[config.mk]
export PLATFORM = sky130hd
export DESIGN_NAME = seg7_scan_flat
export DESIGN_NICKNAME = d
export VERILOG_FILES = /design/src/rtl/seg7_scan_if.sv /design/src/rtl/seg7_scan.sv /design/src/flat_wrapper.sv
export SDC_FILE = /design/constraint.sdc
export NUM_CORES = 1
export LEC_CHECK = 0
export BUFFER_PORTS_ARGS = -buffer_cell sky130_fd_sc_hd__buf_2
export CAP_MARGIN = 20
export CELL_PAD_IN_SITES_DETAIL_PLACEMENT = 0
export CELL_PAD_IN_SITES_GLOBAL_PLACEMENT = 2
export CORE_ASPECT_RATIO = 1.2
export CORE_UTILIZATION = 34
export CTS_CLUSTER_DIAMETER = 100
export DETAILED_ROUTE_END_ITERATION = 16
export PLACE_DENSITY_LB_ADDON = 0.12
export SLEW_MARGIN = 30
export SYNTH_ARGS = -nofsm -noshare
export SYNTH_HDL_FRONTEND = slang
export SYNTH_SLANG_ARGS = --single-unit
export TNS_END_PERCENT = 20
[constraint.sdc]
create_clock -name clk -period 2.5 [get_ports clk]
set_input_delay 0.125 -clock clk [delete_from_list [all_inputs] [get_ports clk]]
set_output_delay 0.125 -clock clk [all_outputs]
set_load 0.05 [all_outputs]
[src/rtl/seg7_scan_if.sv]
// seg7_scan_if: display-side bundle for seg7_scan.
//   min_bcd    : packed BCD minutes, [7:4] tens, [3:0] ones
//   sec_bcd    : packed BCD seconds, [7:4] tens, [3:0] ones
//   blank_lead : suppress a zero on digit 3 (minutes tens)
//   an         : active-low anode enables, an[i] = 0 lights digit i
//   seg        : active-low segments, [6:0] = g f e d c b a
//   dp         : active-low decimal point
// The master drives the BCD values and watches the display lines; the slave is the scanner.
interface seg7_scan_if;
  logic [7:0] min_bcd;
  logic [7:0] sec_bcd;
  logic       blank_lead;
  logic [3:0] an;
  logic [6:0] seg;
  logic       dp;

  modport master (
    output min_bcd,
    output sec_bcd,
    output blank_lead,
    input  an,
    input  seg,
    input  dp
  );

  modport slave (
    input  min_bcd,
    input  sec_bcd,
    input  blank_lead,
    output an,
    output seg,
    output dp
  );
endinterface

[src/rtl/seg7_scan.sv]
// seg7_scan: 4-digit multiplexed seven-segment driver for a mm.ss BCD clock.
//   clk    : system clock, rising edge
//   reset  : synchronous active-low reset
//   bus_io : seg7_scan_if slave (BCD inputs, blank_lead, an/seg/dp outputs)
// Each digit stays lit for SCAN_DIV cycles; digits 0..3 are sec ones, sec tens, min ones,
// min tens. Both BCD bytes are captured together at the start of every frame so a digit
// pair is never shown half-updated. All display outputs are registered and follow the
// scan position and snapshot of the previous cycle.
module seg7_scan #(
  parameter int unsigned SCAN_DIV = 50000,
  parameter int unsigned DP_DIGIT = 2
) (
  input logic        clk,
  input logic        reset,
  seg7_scan_if.slave bus_io
);

  localparam int unsigned CntW    = (SCAN_DIV > 2) ? $clog2(SCAN_DIV) : 1;
  localparam logic [CntW-1:0] DivLast = CntW'(SCAN_DIV - 1);
  localparam logic [1:0]      DpIdx   = 2'(DP_DIGIT);
  localparam logic [6:0]      SegOff  = 7'b1111111;

  // Active-low seven-segment decode; anything outside 0..9 goes dark.
  function automatic logic [6:0] bcd_to_seg(input logic [3:0] nib);
    logic [6:0] s;
    case (nib)
      4'd0:    s = 7'b1000000;
      4'd1:    s = 7'b1111001;
      4'd2:    s = 7'b0100100;
      4'd3:    s = 7'b0110000;
      4'd4:    s = 7'b0011001;
      4'd5:    s = 7'b0010010;
      4'd6:    s = 7'b0000010;
      4'd7:    s = 7'b1111000;
      4'd8:    s = 7'b0000000;
      4'd9:    s = 7'b0010000;
      default: s = SegOff;
    endcase
    return s;
  endfunction

  logic [CntW-1:0] div_cnt_q, div_cnt_d;
  logic [1:0]      idx_q, idx_d;
  logic [15:0]     snap_q, snap_d;
  logic [3:0]      an_q, an_d;
  logic [6:0]      seg_q, seg_d;
  logic            dp_q, dp_d;

  logic            div_wrap;
  logic            frame_start;
  logic [3:0]      digit;

  // Dwell divider, scan index and frame snapshot.
  always_comb begin
    div_wrap    = (div_cnt_q == DivLast);
    div_cnt_d   = div_wrap ? '0 : div_cnt_q + CntW'(1);
    idx_d       = div_wrap ? idx_q + 2'd1 : idx_q;
    frame_start = (div_cnt_q == '0) && (idx_q == 2'd0);
    snap_d      = frame_start ? {bus_io.min_bcd, bus_io.sec_bcd} : snap_q;
  end

  // Output decode from the current index and snapshot; registered below, giving the
  // one-cycle latency. This means the first cycle of digit 0 still shows the snapshot
  // from before this frame's capture.
  always_comb begin
    digit = 4'd0;
    unique case (idx_q)
      2'd0: digit = snap_q[3:0];
      2'd1: digit = snap_q[7:4];
      2'd2: digit = snap_q[11:8];
      2'd3: digit = snap_q[15:12];
      default: digit = 4'd0;
    endcase

    an_d  = ~(4'b0001 << idx_q);
    seg_d = bcd_to_seg(digit);
    // Leading-zero suppression uses the live blank_lead; the anode stays on.
    if (bus_io.blank_lead && (idx_q == 2'd3) && (digit == 4'd0)) begin
      seg_d = SegOff;
    end
    dp_d = (idx_q == DpIdx) ? 1'b0 : 1'b1;
  end

  always_ff @(posedge clk) begin
    if (!reset) begin
      div_cnt_q <= '0;
      idx_q     <= 2'd0;
      snap_q    <= 16'h0000;
      an_q      <= 4'b1111;
      seg_q     <= SegOff;
      dp_q      <= 1'b1;
    end else begin
      div_cnt_q <= div_cnt_d;
      idx_q     <= idx_d;
      snap_q    <= snap_d;
      an_q      <= an_d;
      seg_q     <= seg_d;
      dp_q      <= dp_d;
    end
  end

  assign bus_io.an  = an_q;
  assign bus_io.seg = seg_q;
  assign bus_io.dp  = dp_q;

endmodule
[src/flat_wrapper.sv]
// flat-port wrapper written by rule: the top's interface ports become plain ports
module seg7_scan_flat 
#(
  parameter int unsigned SCAN_DIV = 50000,
  parameter int unsigned DP_DIGIT = 2
)
  (clk, reset, bus_io_min_bcd, bus_io_sec_bcd, bus_io_blank_lead, bus_io_an, bus_io_seg, bus_io_dp);
  seg7_scan_if bus_io_i ();
  input logic clk;
  input logic reset;
  input wire logic [$bits(bus_io_i.min_bcd)-1:0] bus_io_min_bcd;
  input wire logic [$bits(bus_io_i.sec_bcd)-1:0] bus_io_sec_bcd;
  input wire logic [$bits(bus_io_i.blank_lead)-1:0] bus_io_blank_lead;
  output wire logic [$bits(bus_io_i.an)-1:0] bus_io_an;
  output wire logic [$bits(bus_io_i.seg)-1:0] bus_io_seg;
  output wire logic [$bits(bus_io_i.dp)-1:0] bus_io_dp;
  assign bus_io_i.min_bcd = bus_io_min_bcd;
  assign bus_io_i.sec_bcd = bus_io_sec_bcd;
  assign bus_io_i.blank_lead = bus_io_blank_lead;
  assign bus_io_an = bus_io_i.an;
  assign bus_io_seg = bus_io_i.seg;
  assign bus_io_dp = bus_io_i.dp;
  seg7_scan #(.SCAN_DIV(SCAN_DIV), .DP_DIGIT(DP_DIGIT)) u_core (.clk(clk), .reset(reset), .bus_io(bus_io_i));
endmodule
After elaboration in Yosys (flattened, before gate mapping)
Memory sizes are Yosys's and may differ from the RTL's. A register that Yosys moved wholly into a read port is not among the register bits.
Cells that the tools add are included.
Cells by class
  bitwise logic cells: 2
  reductions and logical operators: 8
  muxes and demuxes: 2
  equal/unequal tests: 4
  shifts and indexed selects: 1
  $add $sub $neg: 2
Operator list (number)
  16-bit by 1-bit adder with 16-bit output, second input constant: 1
  16-bit == test, second input constant: 1
  16-bit logical NOT: 1
  4-bit one-hot mux with 4 select lines: 1
  2-bit == test, second input constant: 2
  4-bit logical NOT: 1
  4-bit inverter: 1
  2-bit OR reduction: 2
  1-bit by 2-bit << shifter with 4-bit output, first input constant: 1
  1-bit logical AND: 3
  2-bit by 1-bit adder with 2-bit output, second input constant: 1
  2-bit by 1-bit == test with 1-bit output, second input constant: 1
  2-bit logical NOT: 1
  1-bit two-way mux: 1
  1-bit inverter: 1
Storage, ports and cells
  memories: 1
  bits in registers: 39
  word-level logic and storage cells: 25
  bits in read-only memories: 112
  output and inout port bits: 12
Memories
  (name not given): depth 16, bits a word 7, read ports 1, clocked after Yosys merged registers in 1, write ports 0, RTL line seg7_scan.sv:26  | case (nib)

Logic depth before layout (Yosys ltp)
  word-level depth: 5
  mapped depth: 11
  gate-level depth less buffers: 10

Least setup slack after synthesis
No wires, ideal clock.
  path type: reg2reg
  start point: register u_core.idx_q[1]
  end point: register u_core.seg_q[4] (netlist: u_core.bus_io.seg[4])
  required time: 2.426 ns
  arrival time: 2.021 ns
  cell stages (with the launch flop): 10
  clock period less this slack: 2.095 ns
  path slack: 0.405 ns
  cell sequence: dfxtp_1 > inv_1 > ha_1 > a222oi_1 > mux2i_2 > inv_1 > ha_1 > nand3_1 > mux2_2 > a31oi_1
Between the ends
  cells in the longest elaborated chain, start to end: 5
Ends and longest elaborated chain
  start, declared: RTL line seg7_scan.sv:43  | logic [1:0] idx_q, idx_d;
  start signal, assigned: RTL line seg7_scan.sv:94  | idx_q <= idx_d;
  2-bit == test (tied with other cells): RTL line seg7_scan.sv:67, seg7_scan.sv:78
  4-bit one-hot mux with 4 select lines: RTL line seg7_scan.sv:67  | unique case (idx_q)
  4-bit logical NOT: RTL line seg7_scan.sv:78  | if (bus_io.blank_lead && (idx_q == 2'd3) && (digit == 4'd0)) begin
  1-bit logical AND: RTL line seg7_scan.sv:78
  2-bit OR reduction (no source line)
  end, declared: RTL line seg7_scan.sv:46  | logic [6:0] seg_q, seg_d;
Several ways; a longest one is shown, not always the timed one.
A chain may end at the register's enable or synchronous reset.

Worst setup path in the final report
  start point: register u_core.idx_q[1]
  end point: register u_core.seg_q[6] (netlist: u_core.bus_io.seg[6])
Same word-level chain as after synthesis.

==> out/results.tsv <==
metric	value	unit
outcome	finished clean	
post-synth top area share	41.9	%
combinational share of power	15.4	%
Worst Hold Depth	3	
worst-path cell chain	inv_1 > ha_1 > a222oi_1 > mux2i_2 > inv_1 > ha_1 > nand3_2 > and3b_1 > o311ai_1	
sequential share of the synthesized area	41.9	%
PnR Total Power	1600	uW
setup bufs post-CTS	0	
dpl hpwl	3.68	mm
placement row count	31	
Synth area leader	dfxtp_1	
PD cells	645	mW/mm^2
startpoint types	flip-flop	
Worst Setup Slack, final	0.240	ns
crit path time final	2.26	ns
layout cells sized above 1	18.3	%
initial antenna violation count	0	
Root Driver	clkbuf_8	
via-per-instance ratio	4.96	
CTS tree	yes	
sw frac	26.8	%
post-synth design cell area	0.00215	sq mm
Psw	428	uW
DR pass1 iterations	4	
path depth of the worst reg2reg path	9	
max cap viols	0	
CP max FO	6	
min-delay src	bus_io_min_bcd[5]	
RSZ-0062 raised after global routing	false	
clk_lat worst skew	0.30	ns
DR DRC count	0	
utilization after layout	40.7	%
Starting DRT DRC Count	76	
period utilisation layout	90.4	%
Core ar.	0.00609	sq mm
number of port buffers	30	
asr flop ratio synth	0	%
CP required	2.69	ns
Initial Util	35.3	%
Distinct cells, synth	40	
top_reg_cell synth	dfxtp_1	
Hold Buf Count CTS	0	
maximum number of pins on one net before global-route repair	21	
total wire length	5.00	mm
synth top area cells	dfxtp_1 (42%), ha_1 (6.4%), nand3_1 (5.8%)	
DP Worst Slack	0.234	ns
Slew HR	56.2	%
CTS Buf Count	5	
area grow syn2layout	15.4	%
H-tree levels	2	
fin nets	307	
clock-pin slew on the worst setup and hold paths	0.08	ns
Synth Instances	248	
Pleak	0.000958	uW
HP Class	in2reg	
GRT Residual Overflow	0	
CP max-delay cell	a222oi_1	
CP Capture Type	flip-flop	
routed len/inst	13.9	um
Fin. Hold Viols	0	
Least-Margin Pin Slew	0.656	ns
Post-Syn Nets	278	
Sequential Power Share	49.0	%
first-pass GRT wire length	8.36	mm
crit path DAT	2.45	ns
Final TNS setup	0	ns
DIE WIDTH	74.6	um
R2R setup slack	0.24	ns
FMAX	443	MHz
routed vias	1784	
clock power share	35.5	%
number of synthesized flops with an enable pin	0	
Crit Path Class	reg2reg	
Resized cells post-CTS	0	
Tot GR Track Use	16.7	%
Die H	89.1	um
Worst Hold End	u_core.snap_q[13]$_SDFFE_PN0P_	
Detail Route Antenna Nets	0	
n_diodes	0	
Pins Over Slew Limit	0	
vias in the first global route	1701	
synthesis-stage register bit count	45	
CTS sink cnt	45	
r2r startpoint	u_core.idx_q[1]$_SDFFE_PN0P_	
Peak VDD IR	0.000228	V
yosys warns	0	
worst r2r dst	u_core.bus_io.seg[6]$_SDFF_PP1_	
Critical Path Max Stage Delay	0.40	ns
Ports	31	
Synth Area per Inst	8.67	sq um
Longest Clk Path Bufs	2	
Pint	1170	uW
die area	0.00665	sq mm
Clock Skews	0.00730	ns
Final Setup Violations	0	
# fillers	660	
routability cong.	0.756	
registers in the layout (all words and copies together) (netlist names):
name and cells:
u_core.snap_q 16, u_core.idx_q 2, u_core.div_cnt_q 16, u_core.bus_io.seg 7, u_core.bus_io.an 4
layout make-up:
cell class                 instances  area [sq um]  share of cell area, %
clock buffer                       7          86.3                   3.48
clock inverter                     1          30.0                   1.21
multi-input combinational        175          1110                   44.9
inverter                          14          52.6                   2.12
tap                               82           103                   4.14
timing repair buffer              36           195                   7.87
sequential                        45           901                   36.3
layer usage:
metal	wire (um)	up-vias	track usage, %
met4	76	0	5.83
met2	2550	28	30.4
met1	2220	820	18.8
met5	0	-	0
li1	-	930	-
met3	152	6	3.83
layout by cell type, fill, tap and decap left out, drive strengths merged, types with 7 or more instances in the layout:
| master | n |
|---|---|
| dfxtp | 45 |
| buf | 36 |
| nand3 | 25 |
| o21ai | 23 |
| a21oi | 21 |
| nor2 | 19 |
| inv | 14 |
| nand2 | 13 |
| xnor2 | 11 |
| ha | 11 |
| nor4 | 8 |
| nand4 | 7 |
| clkbuf | 7 |
cells in the mapped netlist, types with 3 or more instances:
library cell and n:
xor2_1 3, nand2_1 13, nor3_1 4, and4_1 3, o21ai_0 22, nand2b_1 3
nor2_1 19, clkbuf_1 4, nand4_1 6, nor4_1 6, a21oi_1 21, xnor2_1 11
dfxtp_1 45, ha_1 11, buf_4 5, inv_1 14, nand3_1 25
critical path: cells and delay by family, from the launching register on:
family                     cells  cell delay [ns]
muxes                          1             0.13
DFF                            1             0.38
buffers and inverters          2             0.21
adders and majority gates      2             0.43
and+or+nand+nor                2             0.33
AOI/OAI and AO/OA              2             0.66
logic make-up (layout without fill, tap and decap cells):
kind of cell / count (synthesis) / count (layout) / synth area share [%]
AO/OA/AOI/OAI: 55 / 55 / 14.5
XOR/XNOR: 14 / 14 / 5.70
adder cells (fa/ha/maj): 11 / 11 / 6.40
buffers and inverters: 28 / 58 / 6.57
flip-flops: 45 / 45 / 41.9
multiplexers: 5 / 5 / 2.62
AND/OR/NAND/NOR: 90 / 90 / 22.3
worst max path at each step:
stage / startpoint / to / slack (ns) / depth (start not counted)
4_1_cts: u_core.idx_q[1]$_SDFFE_PN0P_ / u_core.bus_io.seg[6]$_SDFF_PP1_ / 0.17 / 9
5_1_grt: u_core.idx_q[1]$_SDFFE_PN0P_ / u_core.bus_io.seg[6]$_SDFF_PP1_ / 0.003 / 9
6_report: u_core.idx_q[1]$_SDFFE_PN0P_ / u_core.bus_io.seg[6]$_SDFF_PP1_ / 0.24 / 9
2_1_floorplan: u_core.idx_q[1]$_SDFFE_PN0P_ / u_core.bus_io.seg[4]$_SDFF_PP1_ / 0.41 / 9
3_5_place_dp: u_core.idx_q[1]$_SDFFE_PN0P_ / u_core.bus_io.seg[6]$_SDFF_PP1_ / 0.23 / 9
3_3_place_gp: u_core.idx_q[1]$_SDFFE_PN0P_ / u_core.bus_io.seg[4]$_SDFF_PP1_ / 0.31 / 9
power by group through the flow:
| stage | clock network (uW) | logic (uW) | registers, uW |
|---|---|---|---|
| floorplan | 0 | 128 | 851 |
| global placement | 0 | 250 | 803 |
| detailed placement | 0 | 249 | 802 |
| CTS | 586 | 250 | 785 |
| global route | 615 | 275 | 791 |
| finish | 569 | 247 | 785 |
through the flow:
| step | hold WS [ns] | instances | area [sq um] |
|---|---|---|---|
| finish | 0.0705 | 360 | 2480 |
| global route | 0.0727 | 360 | 2480 |
| CTS | 0.0615 | 360 | 2480 |
| detailed placement | 0.390 | 352 | 2360 |
| global placement | 0.387 | 352 | 2360 |
| floorplan | 0.203 | 248 | 2150 |
No activity file was read; power rests on OpenSTA's default activity.
